`src/rtl/uart_tx_arbiter_pkg.sv`:
```
// Shared types and default widths for the UART transmit arbiter.
package uart_tx_arbiter_pkg;

  localparam int DEF_DATAWIDTH = 8;
  localparam int DEF_NREQ      = 4;
  localparam int DEF_TMOWIDTH  = 3;

  typedef enum logic [2:0] {
    IDLE      = 3'd0,
    LAUNCH    = 3'd1,
    WAIT_BUSY = 3'd2,
    WAIT_DONE = 3'd3
  } state_t;

endpackage

```
`src/rtl/uart_tx_arbiter_if.sv`:
```
// Requester and transmitter signals of the arbiter, grouped with directional modports.
interface uart_tx_arbiter_if #(
  parameter int DATAWIDTH = 8,
  parameter int NREQ      = 4
) ();

  // Handshake: a requester raises req[i] with stable data and holds both until
  // ack[i] pulses for one cycle. tx_valid is a one-cycle launch strobe; the
  // transmitter answers by raising tx_busy for the frame and dropping it when done.
  logic [NREQ-1:0]           req;
  logic [NREQ*DATAWIDTH-1:0] req_data;
  logic                      cfg_par_en;
  logic                      cfg_par_typ;
  logic                      tx_busy;
  logic [NREQ-1:0]           ack;
  logic [DATAWIDTH-1:0]      tx_data;
  logic                      tx_valid;
  logic                      tx_par_en;
  logic                      tx_par_typ;
  logic                      err_tmo;

  modport master (
    input  req, req_data, cfg_par_en, cfg_par_typ, tx_busy,
    output ack, tx_data, tx_valid, tx_par_en, tx_par_typ, err_tmo
  );

  modport slave (
    output req, req_data, cfg_par_en, cfg_par_typ, tx_busy,
    input  ack, tx_data, tx_valid, tx_par_en, tx_par_typ, err_tmo
  );

endinterface

```
`src/rtl/uart_tx_arbiter_rr_pick.sv`:
```
// Round-robin pick: first asserted request at or after ptr, wrapping to index 0.
module rr_pick #(
  parameter int NREQ = 4,
  parameter int PW   = (NREQ > 1) ? $clog2(NREQ) : 1
) (
  input  logic [NREQ-1:0] req,
  input  logic [PW-1:0]   ptr,
  output logic [NREQ-1:0] grant,
  output logic [PW-1:0]   idx,
  output logic            any
);

  // Upper segment [ptr..NREQ-1] first, then the wrapped segment [0..ptr-1].
  always_comb begin
    grant = '0;
    idx   = '0;
    any   = 1'b0;
    for (int i = 0; i < NREQ; i++) begin
      if (!any && req[i] && (PW'(i) >= ptr)) begin
        any      = 1'b1;
        grant[i] = 1'b1;
        idx      = PW'(i);
      end
    end
    for (int i = 0; i < NREQ; i++) begin
      if (!any && req[i] && (PW'(i) < ptr)) begin
        any      = 1'b1;
        grant[i] = 1'b1;
        idx      = PW'(i);
      end
    end
  end

endmodule

```
`src/rtl/uart_tx_arbiter.sv`:
```
// Round-robin arbiter feeding one UART transmitter from NREQ byte requesters,
// with a timeout on the transmitter's busy acknowledge.
module uart_tx_arbiter
  import uart_tx_arbiter_pkg::*;
#(
  parameter int DATAWIDTH = DEF_DATAWIDTH,
  parameter int NREQ      = DEF_NREQ,
  parameter int TMOWIDTH  = DEF_TMOWIDTH
) (
  input  logic              clk,
  input  logic              rst,
  uart_tx_arbiter_if.master bus,
  output state_t            dbg_state
);

  localparam int PW = (NREQ > 1) ? $clog2(NREQ) : 1;
  localparam logic [PW-1:0] LAST_IDX = PW'(NREQ - 1);
  // Timeout fires on the edge where the counter would reach its all-ones value.
  localparam logic [TMOWIDTH-1:0] TMO_LAST = TMOWIDTH'((1 << TMOWIDTH) - 2);

  state_t               state, state_nx;
  logic [PW-1:0]        rr_ptr;
  logic [NREQ-1:0]      pick_oh;
  logic [PW-1:0]        pick_idx;
  logic                 pick_any;
  logic [DATAWIDTH-1:0] pick_byte;
  logic [NREQ-1:0]      win_oh;
  logic [DATAWIDTH-1:0] data_q;
  logic                 par_en_q;
  logic                 par_typ_q;
  logic [TMOWIDTH-1:0]  tmo_cnt;
  logic                 tmo_hit;
  logic                 grant_now;

  rr_pick #(.NREQ(NREQ), .PW(PW)) u_rr_pick (
    .req   (bus.req),
    .ptr   (rr_ptr),
    .grant (pick_oh),
    .idx   (pick_idx),
    .any   (pick_any)
  );

  always_comb begin
    pick_byte = '0;
    for (int i = 0; i < NREQ; i++) begin
      if (pick_oh[i]) pick_byte = pick_byte | bus.req_data[i*DATAWIDTH +: DATAWIDTH];
    end
  end

  assign tmo_hit   = (state == WAIT_BUSY) && !bus.tx_busy && (tmo_cnt == TMO_LAST);
  assign grant_now = (state == IDLE) && pick_any && !bus.tx_busy;

  always_comb begin
    state_nx = state;
    case (state)
      IDLE:      if (grant_now) state_nx = LAUNCH;
      LAUNCH:    state_nx = WAIT_BUSY;
      WAIT_BUSY: begin
        if (bus.tx_busy)  state_nx = WAIT_DONE;
        else if (tmo_hit) state_nx = IDLE;
      end
      WAIT_DONE: if (!bus.tx_busy) state_nx = IDLE;
      default:   state_nx = IDLE;
    endcase
  end

  always_ff @(posedge clk or negedge rst) begin
    if (!rst) begin
      state     <= IDLE;
      rr_ptr    <= '0;
      tmo_cnt   <= '0;
      win_oh    <= '0;
      data_q    <= '0;
      par_en_q  <= 1'b0;
      par_typ_q <= 1'b0;
    end else begin
      state <= state_nx;
      if (grant_now) begin
        win_oh    <= pick_oh;
        data_q    <= pick_byte;
        par_en_q  <= bus.cfg_par_en;
        par_typ_q <= bus.cfg_par_typ;
        rr_ptr    <= (pick_idx == LAST_IDX) ? '0 : pick_idx + 1'b1;
      end
      if ((state == WAIT_BUSY) && (state_nx == WAIT_BUSY)) tmo_cnt <= tmo_cnt + 1'b1;
      else                                                 tmo_cnt <= '0;
    end
  end

  assign bus.tx_valid   = (state == LAUNCH);
  assign bus.ack        = (state == LAUNCH) ? win_oh : '0;
  assign bus.tx_data    = data_q;
  assign bus.tx_par_en  = par_en_q;
  assign bus.tx_par_typ = par_typ_q;
  assign bus.err_tmo    = tmo_hit;
  assign dbg_state      = state;

endmodule

```
`src/flat_wrapper.sv`:
```
// flat-port wrapper written by rule: the top's interface ports become plain ports
module uart_tx_arbiter_flat import uart_tx_arbiter_pkg::*;
#(
  parameter int DATAWIDTH = DEF_DATAWIDTH,
  parameter int NREQ      = DEF_NREQ,
  parameter int TMOWIDTH  = DEF_TMOWIDTH
)
  (clk, rst, dbg_state, bus_req, bus_req_data, bus_cfg_par_en, bus_cfg_par_typ, bus_tx_busy, bus_ack, bus_tx_data, bus_tx_valid, bus_tx_par_en, bus_tx_par_typ, bus_err_tmo);
  uart_tx_arbiter_if #(.DATAWIDTH(DATAWIDTH), .NREQ(NREQ)) bus_i ();
  input  logic clk;
  input  logic rst;
  output state_t dbg_state;
  input wire logic [$bits(bus_i.req)-1:0] bus_req;
  input wire logic [$bits(bus_i.req_data)-1:0] bus_req_data;
  input wire logic [$bits(bus_i.cfg_par_en)-1:0] bus_cfg_par_en;
  input wire logic [$bits(bus_i.cfg_par_typ)-1:0] bus_cfg_par_typ;
  input wire logic [$bits(bus_i.tx_busy)-1:0] bus_tx_busy;
  output wire logic [$bits(bus_i.ack)-1:0] bus_ack;
  output wire logic [$bits(bus_i.tx_data)-1:0] bus_tx_data;
  output wire logic [$bits(bus_i.tx_valid)-1:0] bus_tx_valid;
  output wire logic [$bits(bus_i.tx_par_en)-1:0] bus_tx_par_en;
  output wire logic [$bits(bus_i.tx_par_typ)-1:0] bus_tx_par_typ;
  output wire logic [$bits(bus_i.err_tmo)-1:0] bus_err_tmo;
  assign bus_i.req = bus_req;
  assign bus_i.req_data = bus_req_data;
  assign bus_i.cfg_par_en = bus_cfg_par_en;
  assign bus_i.cfg_par_typ = bus_cfg_par_typ;
  assign bus_i.tx_busy = bus_tx_busy;
  assign bus_ack = bus_i.ack;
  assign bus_tx_data = bus_i.tx_data;
  assign bus_tx_valid = bus_i.tx_valid;
  assign bus_tx_par_en = bus_i.tx_par_en;
  assign bus_tx_par_typ = bus_i.tx_par_typ;
  assign bus_err_tmo = bus_i.err_tmo;
  uart_tx_arbiter #(.DATAWIDTH(DATAWIDTH), .NREQ(NREQ), .TMOWIDTH(TMOWIDTH)) u_core (.clk(clk), .rst(rst), .bus(bus_i), .dbg_state(dbg_state));
endmodule
```
`config.mk`:
```
export PLATFORM = sky130hd
export DESIGN_NAME = uart_tx_arbiter_flat
export DESIGN_NICKNAME = d
export VERILOG_FILES = /design/src/rtl/uart_tx_arbiter_pkg.sv /design/src/rtl/uart_tx_arbiter_if.sv /design/src/rtl/uart_tx_arbiter_rr_pick.sv /design/src/rtl/uart_tx_arbiter.sv /design/src/flat_wrapper.sv
export SDC_FILE = /design/constraint.sdc
export NUM_CORES = 1
export LEC_CHECK = 0
export ABC_CLOCK_PERIOD_IN_PS = 1560
export CAP_MARGIN = 25
export CORE_MARGIN = 5
export CORE_UTILIZATION = 38
export CTS_CLUSTER_SIZE = 16
export DETAILED_ROUTE_END_ITERATION = 12
export GPL_ROUTABILITY_DRIVEN = 0
export PLACE_DENSITY = 0.76
export SYNTH_ARGS = -nofsm -noshare
export SYNTH_HDL_FRONTEND = slang
export SYNTH_SLANG_ARGS = --single-unit
export TNS_END_PERCENT = 1
```
`constraint.sdc`:
```
create_clock -name clk -period 1.56 [get_ports clk]
set_input_delay 0.312 -clock clk [delete_from_list [all_inputs] [get_ports clk]]
set_output_delay 0.312 -clock clk [all_outputs]
set_load 0.01 [all_outputs]
```
==> results.ini <==
[outcome]
status=finished with violations
violations=negative setup slack

[die]
rows=22
fp.coreArea_um2=3610
io_pins=60
initial_utilization_pct=38.5
die_h_um=70.5
chipWidth_um=70.5
die_area_um2=4970

[detailed_routing]
totalWireLength_um=4210
viasPerCell=5.07
routedWlPerCell_um=14.4
vias=1486
antenna_left=0
post-route-drc-count=0
dr.pass1.iters=4
drt_iter0_drc=57

[grt]
grt_overflow_total=0
met3_usage_pct=3.88
grt_pass1_wl_um=6770
grt_pass1_vias=1460
grtUsageMet2_pct=29.9
gr-max-usage-layer=met2
grtUsageTotal_pct=16.5
gr-usage-met1_pct=19.3
antenna_found_initial=0
grt_max_degree=23

[power]
power.total_mw=2.56
p_sw_mw=0.836
peakVddDrop_mv=0.698
sw_frac_of_total_pct=32.7
p_leak_nw=1.05
pwr-share-comb_pct=46.8
p_int_mw=1.72
p_per_area_nw_per_um2=1070
seqPwrFrac_pct=32.3
clockPowerShare_pct=20.9

[sta]
whs_ns=0.393
rsz0062_at_grt=true
fin_setup_tns_ns=-1.40
fmax_ghz=0.596
fin_skew_ns=0.00129
drv_slew=0
post-route-min-period_ns=1.68
fin_ws_ns=-0.117
hold_viol=0
setup_viol=18
finalCritPeriodShare_pct=108

[setup_path]
cp_max_fo=5
setup.worst_path.start_class=register
cp-end-kind=register
critical_path_required_ns=1.71
critical_path_class=register to register
arrival_ns=1.83

[synthesis]
ys_seq_area_share_pct=39.6
synth_most_common_cell=nand2_1
netlist_area_um2=1390
syn_avg_cell_area_um2=9.03
synth-seq-cells=22
synthArstFlopShare_pct=100
synth_cells=154
synth_top_cell_area_share_pct=39.6
synth_edf_count=0
ys_warn_count=0
yosys-top-cells-area=dfrtp_1, nand2_1, o221ai_1
synth_common_cells=nand2_1, dfrtp_1, nor2_1
yosys_most_used_dff=dfrtp_1
synth_nets=197
synth.largest_area_cell=dfrtp_1
ys_types=37

[cts]
htree_levels=1
clock_sinks=22
ctsHoldBuffers=0
cts_root_buffer=clkbuf_8
cts_tree=built
cts_buffers=3
clk_pin_slew_worst_paths_ns=0.08
clock_latency_ns=0.26
cts.path.max_buffers=2

[final_layout]
regArea_um2=552
insertedDiodeCount=0
drive_above_1_share_pct=29.0
multi_input_area_um2=806
fillers=290
nets=289
synthToLayoutAreaGrowth_pct=72.5

[placed_design]
io_buffers=59
hpwl_um=3030

[hold_path]
worstHoldPathType=input pin to async pin

[job]
cap_viol_max_count=0

-- power groups by stage --
stage / clock network [mW] / registers, mW / logic (mW)
final: 0.534 / 0.827 / 1.20
after global placement: 0 / 0.831 / 1.09
after global routing: 0.568 / 0.850 / 1.29
after CTS: 0.537 / 0.829 / 1.16
after detailed placement: 0 / 0.836 / 1.10
after floorplan: 0 / 0.857 / 0.527
-- layer usage --
metal	vias to the layer above	wire length [µm]
met2	54	2160
met3	8	318
met1	695	1660
met4	0	73
li1	729	-
met5	-	0
-- sequential cells by signal, summed over array words and instances, names as in the netlist --
name and flops:
u_core.tmo_cnt 3, u_core.win_oh 4, u_core.bus.tx_data 8, u_core.rr_ptr 2, u_core.bus.tx_par_typ 1, u_core.dbg_state 3
u_core.bus.tx_par_en 1
-- critical path: stages (launching register included) --
cell and delay, ns:
dfrtp_1 0.41, buf_6 0.14, nor4_4 0.29, a21boi_4 0.29, buf_6 0.16, o221ai_1 0.11, o22a_1 0.17
-- placed cells by master, fill, tap and decap left out, drive strengths merged, types with 3 or more instances in the layout --
cell           count
o22a               8
o21ai              5
dlygate4sd2        5
clkbuf             3
o221ai             8
buf               42
a21oi              6
and2               4
o22ai              8
nand3              9
dfrtp             22
nand2             32
nand2b             3
inv               10
nor2b              3
nor2              11
clkdlybuf4s50     47
-- per-stage QoR --
| stage | instances | setup slack [ns] | area, µm² | util [%] |
|---|---|---|---|---|
| floorplan | 154 | -0.000474 | 1390 | - |
| global placement | 279 | -0.426 | 2170 | 60.2 |
| detailed placement | 279 | -0.436 | 2170 | 60.2 |
| CTS | 289 | -0.142 | 2320 | 64.3 |
| global route | 293 | -0.193 | 2400 | 66.5 |
| finish | 293 | -0.117 | 2400 | 66.5 |
-- area by class of cell --
type / count / share of cell area (%)
sequential: 22 / 23.0
clock inverter: 1 / 1.25
multi-input combinational: 114 / 33.6
inverter: 10 / 1.56
timing repair buffer: 95 / 36.4
clock buffer: 3 / 1.72
tap: 48 / 2.50
-- kinds of logic (layout without fill, tap and decap cells) --
| group | count (synthesis) | after routing | synth area share [%] |
|---|---|---|---|
| buf+inv | 18 | 109 | 8.19 |
| compound gates | 43 | 43 | 26.3 |
| xor+xnor | 1 | 1 | 0.630 |
| fa+ha+maj | 2 | 2 | 1.80 |
| other cells | 1 | 1 | 0.270 |
| flops | 22 | 22 | 39.6 |
| simple gates | 67 | 67 | 23.2 |
-- worst paths after layout --
check | start | endpoint | slack (ns) | cells past startpoint
setup / recovery | u_core.dbg_state[0]$_DFF_PN0_ | u_core.bus.tx_data[4]$_DFFE_PN0P_ | -0.12 | 6
hold / removal | rst | u_core.dbg_state[1]$_DFF_PN0_ | 0.39 | 2
setup reg to reg | u_core.dbg_state[0]$_DFF_PN0_ | u_core.bus.tx_data[4]$_DFFE_PN0P_ | -0.12 | 6
hold reg to reg | u_core.win_oh[3]$_DFFE_PN0P_ | u_core.win_oh[3]$_DFFE_PN0P_ | 0.48 | 2
max in group asynchronous | rst | u_core.dbg_state[2]$_DFF_PN0_ | 0.93 | 2
min in group clk | u_core.win_oh[3]$_DFFE_PN0P_ | u_core.win_oh[3]$_DFFE_PN0P_ | 0.48 | 2
-- repair_timing --
action,in CTS,in global routing
pin swaps,4,10
cloned,1,0
setup endpoints to repair,25,21
buffers inserted,5,4
gates resized for setup,43,9
Power figures use the tool's default switching activity.
